### src/rtl/conv_line_feeder_if.sv
// Operand-feeder bus: row/weight load handshakes in, (x, w, psum) MAC triples out.
// master = row/weight source and MAC line consumer, slave = conv_line_feeder.
interface conv_line_feeder_if #(
  parameter int I_X    = 8,
  parameter int I_W    = 8,
  parameter int I_PSUM = 16,
  parameter int LW     = 4
);
  logic              i_start;
  logic [LW-1:0]     i_len;
  logic [I_PSUM-1:0] i_bias;
  logic              i_w_valid;
  logic [I_W-1:0]    i_w_data;
  logic              o_w_ready;
  logic              i_x_valid;
  logic [I_X-1:0]    i_x_data;
  logic              o_x_ready;
  logic [I_X-1:0]    o_x;
  logic [I_W-1:0]    o_w;
  logic [I_PSUM-1:0] o_psum;
  logic              o_valid;
  logic              o_busy;
  logic              o_done;
  logic              o_err;

  modport master (
    output i_start, i_len, i_bias, i_w_valid, i_w_data, i_x_valid, i_x_data,
    input  o_w_ready, o_x_ready, o_x, o_w, o_psum, o_valid, o_busy, o_done, o_err
  );

  modport slave (
    input  i_start, i_len, i_bias, i_w_valid, i_w_data, i_x_valid, i_x_data,
    output o_w_ready, o_x_ready, o_x, o_w, o_psum, o_valid, o_busy, o_done, o_err
  );
endinterface

### src/rtl/conv_line_feeder.sv
// Buffers K weights and one activation row, then streams (x, w, psum) triples window by window.
// Define CONV_ZERO_PAD_EN for a zero-padded row (P = i_len windows) instead of valid-only convolution.
module conv_line_feeder #(
  parameter int I_X    = 8,
  parameter int I_W    = 8,
  parameter int I_PSUM = 16,
  parameter int K      = 3,
  parameter int N      = 8,
  parameter int LW     = 4
) (
  input  logic               i_clk,
  input  logic               i_rst_n,
  conv_line_feeder_if.slave  bus
);
  localparam int KW = (K > 1) ? $clog2(K) : 1;
  localparam int XA = (N > 1) ? $clog2(N) : 1;
`ifdef CONV_ZERO_PAD_EN
  localparam int PAD     = (K - 1) / 2;
  localparam int LEN_MIN = 1;
`else
  localparam int PAD     = 0;
  localparam int LEN_MIN = K;
`endif
  localparam logic [LW-1:0] LEN_MIN_L = LW'(LEN_MIN);
  localparam logic [LW-1:0] N_L       = LW'(N);
  localparam logic [KW-1:0] K_LAST    = KW'(K - 1);

  typedef enum logic [2:0] {S_IDLE, S_LOAD_W, S_LOAD_X, S_STREAM, S_DONE} state_t;

  logic [I_W-1:0]    wbuf [K];
  logic [I_X-1:0]    xbuf [N];

  state_t            state_q;
  logic [KW-1:0]     wcnt_q, k_q, k_d;
  logic [LW-1:0]     xcnt_q, p_q, p_d, len_q;
  logic [I_PSUM-1:0] bias_q, psum_q, psum_d;
  logic [I_X-1:0]    x_q, x_d, x_rd;
  logic [I_W-1:0]    w_q, w_d;
  logic              valid_q, busy_q, done_q, err_q, w_ready_q, x_ready_q;
  logic              w_fire, x_fire, last_tap, last_win, in_range, start_ok;
  logic [LW:0]       sel, sel_off;
  logic [XA-1:0]     x_addr;

  assign w_fire   = bus.i_w_valid && w_ready_q;
  assign x_fire   = bus.i_x_valid && x_ready_q;
  assign start_ok = (bus.i_len >= LEN_MIN_L) && (bus.i_len <= N_L);
  assign last_tap = (k_q == K_LAST);
  assign last_win = (p_q == len_q - LEN_MIN_L);

  // Operands for the triple registered at the next edge; outside STREAM this is triple (0,0).
  always_comb begin
    k_d = '0;
    p_d = '0;
    if (state_q == S_STREAM) begin
      k_d = last_tap ? '0 : k_q + 1'b1;
      p_d = last_tap ? p_q + 1'b1 : p_q;
    end
    sel     = {1'b0, p_d} + (LW+1)'(k_d);
    sel_off = sel - (LW+1)'(PAD);
    // Left-pad positions wrap sel_off far above any legal length, so one compare covers both edges.
    in_range = (sel_off < {1'b0, len_q});
    x_addr   = sel_off[XA-1:0];
    // The last sample may be consumed in the same cycle it is written.
    x_rd   = (x_fire && (sel_off == {1'b0, xcnt_q})) ? bus.i_x_data : xbuf[x_addr];
    x_d    = in_range ? x_rd : '0;
    w_d    = wbuf[k_d];
    psum_d = (k_d == '0) ? bias_q : '0;
  end

  always_ff @(posedge i_clk) begin
    if (w_fire) wbuf[wcnt_q] <= bus.i_w_data;
    if (x_fire) xbuf[xcnt_q[XA-1:0]] <= bus.i_x_data;
  end

  always_ff @(posedge i_clk or negedge i_rst_n) begin
    if (!i_rst_n) begin
      state_q   <= S_IDLE;
      wcnt_q    <= '0;
      xcnt_q    <= '0;
      p_q       <= '0;
      k_q       <= '0;
      len_q     <= '0;
      bias_q    <= '0;
      x_q       <= '0;
      w_q       <= '0;
      psum_q    <= '0;
      valid_q   <= 1'b0;
      busy_q    <= 1'b0;
      done_q    <= 1'b0;
      err_q     <= 1'b0;
      w_ready_q <= 1'b0;
      x_ready_q <= 1'b0;
    end else begin
      done_q <= 1'b0;
      err_q  <= 1'b0;
      case (state_q)
        S_IDLE: begin
          if (bus.i_start) begin
            len_q  <= bus.i_len;
            bias_q <= bus.i_bias;
            if (start_ok) begin
              state_q   <= S_LOAD_W;
              busy_q    <= 1'b1;
              w_ready_q <= 1'b1;
              wcnt_q    <= '0;
              xcnt_q    <= '0;
            end else begin
              err_q <= 1'b1;
            end
          end
        end
        S_LOAD_W: begin
          if (w_fire) begin
            if (wcnt_q == K_LAST) begin
              state_q   <= S_LOAD_X;
              w_ready_q <= 1'b0;
              x_ready_q <= 1'b1;
            end else begin
              wcnt_q <= wcnt_q + 1'b1;
            end
          end
        end
        S_LOAD_X: begin
          if (x_fire) begin
            if (xcnt_q == len_q - LW'(1)) begin
              state_q   <= S_STREAM;
              x_ready_q <= 1'b0;
              p_q       <= '0;
              k_q       <= '0;
              valid_q   <= 1'b1;
              x_q       <= x_d;
              w_q       <= w_d;
              psum_q    <= psum_d;
            end else begin
              xcnt_q <= xcnt_q + 1'b1;
            end
          end
        end
        S_STREAM: begin
          if (last_tap && last_win) begin
            state_q <= S_DONE;
            valid_q <= 1'b0;
            x_q     <= '0;
            w_q     <= '0;
            psum_q  <= '0;
            done_q  <= 1'b1;
          end else begin
            p_q     <= p_d;
            k_q     <= k_d;
            x_q     <= x_d;
            w_q     <= w_d;
            psum_q  <= psum_d;
          end
        end
        S_DONE: begin
          state_q <= S_IDLE;
          busy_q  <= 1'b0;
        end
        default: begin
          state_q   <= S_IDLE;
          busy_q    <= 1'b0;
          valid_q   <= 1'b0;
          w_ready_q <= 1'b0;
          x_ready_q <= 1'b0;
        end
      endcase
    end
  end

  assign bus.o_w_ready = w_ready_q;
  assign bus.o_x_ready = x_ready_q;
  assign bus.o_x       = x_q;
  assign bus.o_w       = w_q;
  assign bus.o_psum    = psum_q;
  assign bus.o_valid   = valid_q;
  assign bus.o_busy    = busy_q;
  assign bus.o_done    = done_q;
  assign bus.o_err     = err_q;
endmodule

### src/flat_wrapper.sv
// flat-port wrapper written by rule: the top's interface ports become plain ports
module conv_line_feeder_flat 
#(
  parameter int I_X    = 8,
  parameter int I_W    = 8,
  parameter int I_PSUM = 16,
  parameter int K      = 3,
  parameter int N      = 8,
  parameter int LW     = 4
)
  (i_clk, i_rst_n, bus_i_start, bus_i_len, bus_i_bias, bus_i_w_valid, bus_i_w_data, bus_i_x_valid, bus_i_x_data, bus_o_w_ready, bus_o_x_ready, bus_o_x, bus_o_w, bus_o_psum, bus_o_valid, bus_o_busy, bus_o_done, bus_o_err);
  conv_line_feeder_if #(.I_X(I_X), .I_W(I_W), .I_PSUM(I_PSUM), .LW(LW)) bus_i ();
  input  logic i_clk;
  input  logic i_rst_n;
  input wire logic [$bits(bus_i.i_start)-1:0] bus_i_start;
  input wire logic [$bits(bus_i.i_len)-1:0] bus_i_len;
  input wire logic [$bits(bus_i.i_bias)-1:0] bus_i_bias;
  input wire logic [$bits(bus_i.i_w_valid)-1:0] bus_i_w_valid;
  input wire logic [$bits(bus_i.i_w_data)-1:0] bus_i_w_data;
  input wire logic [$bits(bus_i.i_x_valid)-1:0] bus_i_x_valid;
  input wire logic [$bits(bus_i.i_x_data)-1:0] bus_i_x_data;
  output wire logic [$bits(bus_i.o_w_ready)-1:0] bus_o_w_ready;
  output wire logic [$bits(bus_i.o_x_ready)-1:0] bus_o_x_ready;
  output wire logic [$bits(bus_i.o_x)-1:0] bus_o_x;
  output wire logic [$bits(bus_i.o_w)-1:0] bus_o_w;
  output wire logic [$bits(bus_i.o_psum)-1:0] bus_o_psum;
  output wire logic [$bits(bus_i.o_valid)-1:0] bus_o_valid;
  output wire logic [$bits(bus_i.o_busy)-1:0] bus_o_busy;
  output wire logic [$bits(bus_i.o_done)-1:0] bus_o_done;
  output wire logic [$bits(bus_i.o_err)-1:0] bus_o_err;
  assign bus_i.i_start = bus_i_start;
  assign bus_i.i_len = bus_i_len;
  assign bus_i.i_bias = bus_i_bias;
  assign bus_i.i_w_valid = bus_i_w_valid;
  assign bus_i.i_w_data = bus_i_w_data;
  assign bus_i.i_x_valid = bus_i_x_valid;
  assign bus_i.i_x_data = bus_i_x_data;
  assign bus_o_w_ready = bus_i.o_w_ready;
  assign bus_o_x_ready = bus_i.o_x_ready;
  assign bus_o_x = bus_i.o_x;
  assign bus_o_w = bus_i.o_w;
  assign bus_o_psum = bus_i.o_psum;
  assign bus_o_valid = bus_i.o_valid;
  assign bus_o_busy = bus_i.o_busy;
  assign bus_o_done = bus_i.o_done;
  assign bus_o_err = bus_i.o_err;
  conv_line_feeder #(.I_X(I_X), .I_W(I_W), .I_PSUM(I_PSUM), .K(K), .N(N), .LW(LW)) u_core (.i_clk(i_clk), .i_rst_n(i_rst_n), .bus(bus_i));
endmodule
### config.mk
export PLATFORM = sky130hd
export DESIGN_NAME = conv_line_feeder_flat
export DESIGN_NICKNAME = d
export VERILOG_FILES = /design/src/rtl/conv_line_feeder_if.sv /design/src/rtl/conv_line_feeder.sv /design/src/flat_wrapper.sv
export SDC_FILE = /design/constraint.sdc
export NUM_CORES = 1
export LEC_CHECK = 0
export ABC_CLOCK_PERIOD_IN_PS = 6000
export CAP_MARGIN = 5
export CORE_MARGIN = 2
export CORE_UTILIZATION = 42
export CTS_BUF_LIST = sky130_fd_sc_hd__clkbuf_16
export DETAILED_ROUTE_END_ITERATION = 10
export PLACE_DENSITY = 0.6
export SETUP_SLACK_MARGIN = 0.3
export SYNTH_ARGS = -nofsm -noshare
export SYNTH_HDL_FRONTEND = slang
export SYNTH_SLANG_ARGS = --single-unit
### constraint.sdc
create_clock -name i_clk -period 6 [get_ports i_clk]
set_clock_uncertainty 0.15 [all_clocks]
set_input_delay 1.8 -clock i_clk [delete_from_list [all_inputs] [get_ports i_clk]]
set_output_delay 1.8 -clock i_clk [all_outputs]
set_load 0.01 [all_outputs]
# ---- Word-level counts from Yosys, hierarchy flattened
# Memories as Yosys holds them, arrays and structs flattened.
# Index checks and enable logic that the tools add are counted.
dict set report totals {
  memories 2
  ff_bits 73
  ram_bits 88
  in_bits 41
  elab_cells 144
}
# memory depth width rd rd_clocked_by_memory_dff wr line
set memory_table {}
lappend memory_table {u_core.xbuf 8 8 1 0 1 conv_line_feeder.sv:31} ;# logic [I_X-1:0] xbuf [N];
lappend memory_table {u_core.wbuf 3 8 1 0 1 conv_line_feeder.sv:30} ;# logic [I_W-1:0] wbuf [K];
dict set report classes {
  n_lt_le_gt_ge 3
  n_addsub 7
  n_mux 69
  eq_ne 19
  bitwise 4
  reduce_logical 24
}
# operator n
set op_table {}
lappend op_table {{$mux W16} 4}
lappend op_table {{$mux W8} 8}
lappend op_table {{$mux W4} 9}
lappend op_table {{$pmux W16 S2} 1}
lappend op_table {{$pmux W8 S2} 2}
lappend op_table {{$mux W3} 7}
lappend op_table {{$mux W1} 20}
lappend op_table {{$reduce_and A5 Y1} 4}
lappend op_table {{$mux W2} 9}
lappend op_table {{$pmux W4 S2} 2}
lappend op_table {{$pmux W3 S4} 1}
lappend op_table {{$reduce_or A3 Y1} 4}
lappend op_table {{$ne A2 B1 Y1 const B} 5}
lappend op_table {{$ne A2 B2 Y1 const B} 5}
lappend op_table {{$pmux W1 S3} 3}
lappend op_table {{$add A4 B1 Y4 const B} 2}
lappend op_table {{$eq A4 B4 Y1} 2}
lappend op_table {{$pmux W2 S2} 2}
lappend op_table {{$reduce_and A4 Y1} 2}
lappend op_table {{$reduce_and A7 Y1} 1}
lappend op_table {{$eq A3 B2 Y1 const B} 2}
lappend op_table {{$reduce_and A3 Y1} 2}
lappend op_table {{$reduce_bool A2 Y1} 3}
lappend op_table {{$add A4 B2 Y5} 1}
lappend op_table {{other kinds (16)} 25}

# ---- Logic depth before layout (Yosys ltp)
dict set report depth {
  ltp_word 11
  depth_mapped 16
  ltp_nobuf 13
}

# ---- Worst setup path after synthesis
# OpenSTA, ideal clock, no wires.
dict set report synth_path {
  path_kind {register -> register}
  start {reg u_core.state_q[2]}
  end {reg u_core.x_q[5] (netlist: u_core.bus.o_x[5])}
  required_time_ps 5770
  path_stages_with_launch 17
  setup_ps 80
  arrival_ps 3637
  path_slack_ps 2132
  cell_sequence {dfrtp_1 -> buf_2 -> nor2b_1 -> nand2_1 -> buf_2 -> nor2_1 -> and2_1 -> fa_1 -> xnor2_2 -> clkinv_1 -> ha_1 -> a21o_1 -> a211oi_1 -> o211a_1 -> clkbuf_1 -> o211ai_1 -> o211ai_2}
}
dict set report synth_via {
  elab_chain_cells 10
  elab_cells_between_ends 19
}
# item line
set synth_lines {}
lappend synth_lines {{start: declaration} conv_line_feeder.sv:33} ;# state_t state_q;
lappend synth_lines {{start signal: assignment} conv_line_feeder.sv:77} ;# state_q <= S_IDLE;
lappend synth_lines {{start signal: assignment} conv_line_feeder.sv:102} ;# state_q <= S_LOAD_W;
lappend synth_lines {{start signal: assignment} conv_line_feeder.sv:115} ;# state_q <= S_LOAD_X;
lappend synth_lines {{parallel branches: the longest is 10 deep, another holds $mem_v2 Z8 W8} --}
lappend synth_lines {{end signal: assignment} conv_line_feeder.sv:84} ;# x_q <= '0;
lappend synth_lines {{end signal: assignment} conv_line_feeder.sv:131} ;# x_q <= x_d;
lappend synth_lines {{end signal: assignment} conv_line_feeder.sv:143} ;# x_q <= '0;
lappend synth_lines {{end: declaration} conv_line_feeder.sv:37} ;# logic [I_X-1:0] x_q, x_d, x_rd;
# Parallel ways; which one is timed is not known. The select of a mux whose other input is x is not followed.
# A chain may end at the register's enable or synchronous reset.

# ---- Worst setup path in the final report
dict set report layout_path {
  start {reg u_core.state_q[1]}
  end {reg u_core.x_q[7] (netlist: u_core.bus.o_x[7])}
}
# The elaborated chain is that of the path after synthesis.

==> flow_summary.json <==
{
  "vias_per_cell": 5.42,
  "die_area_sq_um": 17800,
  "ys_seq_elements": 161,
  "crit_type": "reg2reg",
  "layout-drive-gt1-share_pct": 17.0,
  "internal-power_mw": 2.87,
  "crit_fanout": 18,
  "grt_util_all_layers_pct": 18.4,
  "start_util_pct": 42.8,
  "p_comb_share_pct": 38.9,
  "clkPwrFrac_pct": 23.1,
  "timing.final.crit_share_pct": 81.1,
  "whs_ns": 0.330,
  "via_count": 4416,
  "die_h_um": 134,
  "crit_path_end_kind": "flop",
  "synth_top_cell_by_area": "edfxtp_1",
  "grt_overflow": 0,
  "post_cts_resized": 0,
  "port_buffers": 78,
  "fin_ws_ns": 1.14,
  "grt_start_max_net_pins": 74,
  "syn_area_per_cell_sq_um": 13.9,
  "slew_headroom_pct": 32.9,
  "status": "completed",
  "regArea_sq_um": 4470,
  "ys_seq_area_share_pct": 63.4,
  "power_switching_mw": 1.58,
  "cts_buffer_depth": 2,
  "gp_congestion": 0.800,
  "cts_setup_buffers": 0,
  "antenna_found_initial": 0,
  "syn_nets": 560,
  "power_mw": 4.45,
  "multi_input_area_sq_um": 2410,
  "pre_cts_slack_ns": 1.14,
  "ant_nets": 0,
  "worst_slew_pin_slew_ns": 1.01,
  "setup_violations": 0,
  "leakage_nw": 3.30,
  "p_per_area_nw_per_um2": 517,
  "cts_buffers": 17,
  "required_ns": 6.20,
  "dpl.hpwl_um": 10400,
  "place_inst": 783,
  "clock-sinks": 161,
  "layout.nets": 636,
  "ys_warn_count": 0,
  "root_buffer": "clkbuf_16",
  "yosysUniqueCellTypes": 52,
  "switching_share_pct": 35.5,
  "setup_tns_ns": 0,
  "synthFlopType": "edfxtp_1",
  "path_clk_slew_ns": 0.06,
  "hold_viol": 0,
  "areaGrowthSynthToFinish_pct": 22.1,
  "fillers": 1417,
  "synth_edf_count": 88,
  "instances_no_fill": 815,
  "timing.fmax_mhz": 206,
  "syn-cell-area_sq_um": 7050,
  "grt_pass1_vias": 4741,
  "antenna_cells": 0,
  "min_path_type": "reg2reg",
  "die_w_um": 134,
  "postRouteWirelength_um": 15500,
  "critPathLaunchType": "flop",
  "h-tree-depth": 4,
  "worstPathArrival_ns": 5.06,
  "netlist_instances": 506,
  "firstDrtPassIters": 4,
  "max-cap-violations": 0,
  "synthArstFlopShare_pct": 45.3,
  "netlist.area_leader.share_pct": 37.5,
  "fp-row-count": 47,
  "netlist_top_cells_area": "edfxtp_1 (37%), dfrtp_1 (26%), mux4_2 (5.1%)",
  "routedWlPerCell_um": 19.0,
  "cts_tree": "yes",
  "ir_drop_mv": 0.273,
  "post-route-min-period_ns": 4.86,
  "seq_power_share_pct": 37.9,
  "holdBufCountCts": 0,
  "ios": 79,
  "drt_iter0_markers": 219,
  "rsz0062_at_grt": "false",
  "clk_latency_ns": 0.43,
  "grt_pass1_wl_um": 25000,
  "drcViolationCount": 0,
  "design.core.area_sq_um": 16500,
  "slew_violations": 0
}
[cell type report]
| type | count | area share [%] |
|---|---|---|
| sequential | 161 | 51.9 |
| clock inverter | 15 | 1.56 |
| timing repair buffer | 85 | 9.66 |
| multi-input combinational | 302 | 28.0 |
| clock buffer | 17 | 4.94 |
| tap | 220 | 3.20 |
| inverter | 15 | 0.654 |
[cell usage in the layout (no fill, tap or decap), types with 3 or more instances in the layout]
| cell | Yosys | final |
|---|---|---|
| a211oi_1 | 3 | 3 |
| a21oi_1 | 11 | 11 |
| a22o_1 | 19 | 19 |
| a31oi_1 | 3 | 3 |
| and3_1 | 3 | 3 |
| buf_4 | 0 | 8 |
| clkbuf_16 | 0 | 17 |
| clkdlybuf4s50_1 | 0 | 77 |
| clkinv_2 | 0 | 3 |
| clkinv_4 | 0 | 3 |
| dfrtp_1 | 73 | 73 |
| edfxtp_1 | 88 | 88 |
| ha_1 | 12 | 12 |
| inv_1 | 14 | 14 |
| inv_6 | 0 | 4 |
| mux2_2 | 18 | 18 |
| mux2i_1 | 9 | 9 |
| mux4_2 | 16 | 16 |
| nand2_1 | 41 | 41 |
| nand2b_1 | 7 | 7 |
| nand3_1 | 7 | 7 |
| nand4_1 | 10 | 10 |
| nor2_1 | 19 | 19 |
| nor2b_1 | 5 | 5 |
| nor3_1 | 10 | 8 |
| nor4_1 | 3 | 3 |
| o211ai_1 | 11 | 11 |
| o211ai_2 | 8 | 8 |
| o21ai_0 | 25 | 25 |
| o31ai_1 | 11 | 11 |
| or2_2 | 9 | 9 |
| xnor2_1 | 8 | 8 |
| xor2_1 | 7 | 7 |
[registers in the layout, indices dropped and copies added (netlist names)]
| signal | flops |
|---|---|
| u_core.xcnt_q | 4 |
| u_core.wcnt_q | 2 |
| u_core.len_q | 4 |
| u_core.k_q | 2 |
| u_core.bus.o_psum | 16 |
| u_core.bus.o_valid | 1 |
| u_core.bus.o_busy | 1 |
| u_core.wbuf | 24 |
| u_core.p_q | 4 |
| u_core.bus.o_w_ready | 1 |
| u_core.bus.o_done | 1 |
| u_core.state_q | 3 |
| u_core.bias_q | 16 |
| u_core.bus.o_x_ready | 1 |
| u_core.bus.o_w | 8 |
| u_core.bus.o_err | 1 |
| u_core.bus.o_x | 8 |
| u_core.xbuf | 64 |
[worst paths after layout]
path,startpoint,endpoint,slack (ns),cells past startpoint
min in group asynchronous,i_rst_n,u_core.bus.o_psum[9],1.39,1
min reg2reg,u_core.bus.o_w[7],u_core.bus.o_w[7],0.33,2
max in group asynchronous,i_rst_n,u_core.k_q[0],3.68,1
max,u_core.state_q[1],u_core.bus.o_x[7],1.14,13
min,u_core.bus.o_w[7],u_core.bus.o_w[7],0.33,2
max reg2reg,u_core.state_q[1],u_core.bus.o_x[7],1.14,13
[kinds of logic (layout without fill, tap and decap cells)]
kind of cell / Yosys count / after routing / share of synthesized area (%)
multiplexers: 44 / 44 / 9.48
AO/OA/AOI/OAI: 104 / 104 / 10.7
AND/OR/NAND/NOR: 124 / 124 / 9.04
buffers and inverters: 43 / 132 / 2.65
flip-flops: 161 / 161 / 63.4
XOR/XNOR: 17 / 17 / 2.33
adder cells (fa/ha/maj): 13 / 13 / 2.41
[worst max-delay path, stage by stage (launching register included)]
cell and delay (ns):
dfrtp_1 0.60, nor2b_1 0.35, nand2_1 0.32, nor2_1 0.18, buf_4 0.23, and2_1 0.22
fa_1 0.81, ha_1 0.45, a21o_1 0.15, a21o_1 0.17, a211oi_1 0.23, o211a_1 0.52
o211ai_1 0.20, o211ai_2 0.18
[metal layers]
metal | global-route usage, % | vias up | wire length (um) | part of all wire (%)
met4 | 9.10 | 0 | 385 | 2.5
met1 | 23.2 | 2203 | 6800 | 44
li1 | - | 2050 | - | -
met5 | 0 | - | 0 | 0
met3 | 5.37 | 29 | 820 | 5.3
met2 | 29.2 | 134 | 7500 | 48
[stage by stage]
step | utilization (%) | area, sq um
floorplan | - | 7050
global placement | 48.9 | 8050
detailed placement | 48.9 | 8050
CTS | 52.3 | 8600
global route | 52.3 | 8600
finish | 52.3 | 8600
[power by group through the flow]
stage               clock, mW  sequential (mW)  combinational [mW]
floorplan                   0             1.64                1.19
global placement            0             1.69                1.71
detailed placement          0             1.71                1.75
CTS                      1.05             1.69                1.76
global route             1.10             1.73                1.90
finish                   1.03             1.69                1.73
[synth_stat cells, types with 2 or more instances]
cell	instances
a211oi_1	3
a21o_1	2
a21oi_1	11
a22o_1	19
a31oi_1	3
and2_1	2
and3_1	3
buf_2	8
buf_6	2
clkbuf_1	17
dfrtp_1	73
edfxtp_1	88
ha_1	12
inv_1	14
mux2_2	18
mux2i_1	9
mux4_2	16
nand2_1	41
nand2b_1	7
nand3_1	7
nand4_1	10
nor2_1	19
nor2b_1	5
nor3_1	10
nor4_1	3
o211ai_1	11
o211ai_2	8
o21a_1	2
o21ai_0	25
o21ai_1	3
o31ai_1	11
or2_2	9
or3_1	2
xnor2_1	8
xnor2_2	2
xor2_1	7
No activity file was read; power rests on OpenSTA's default activity.
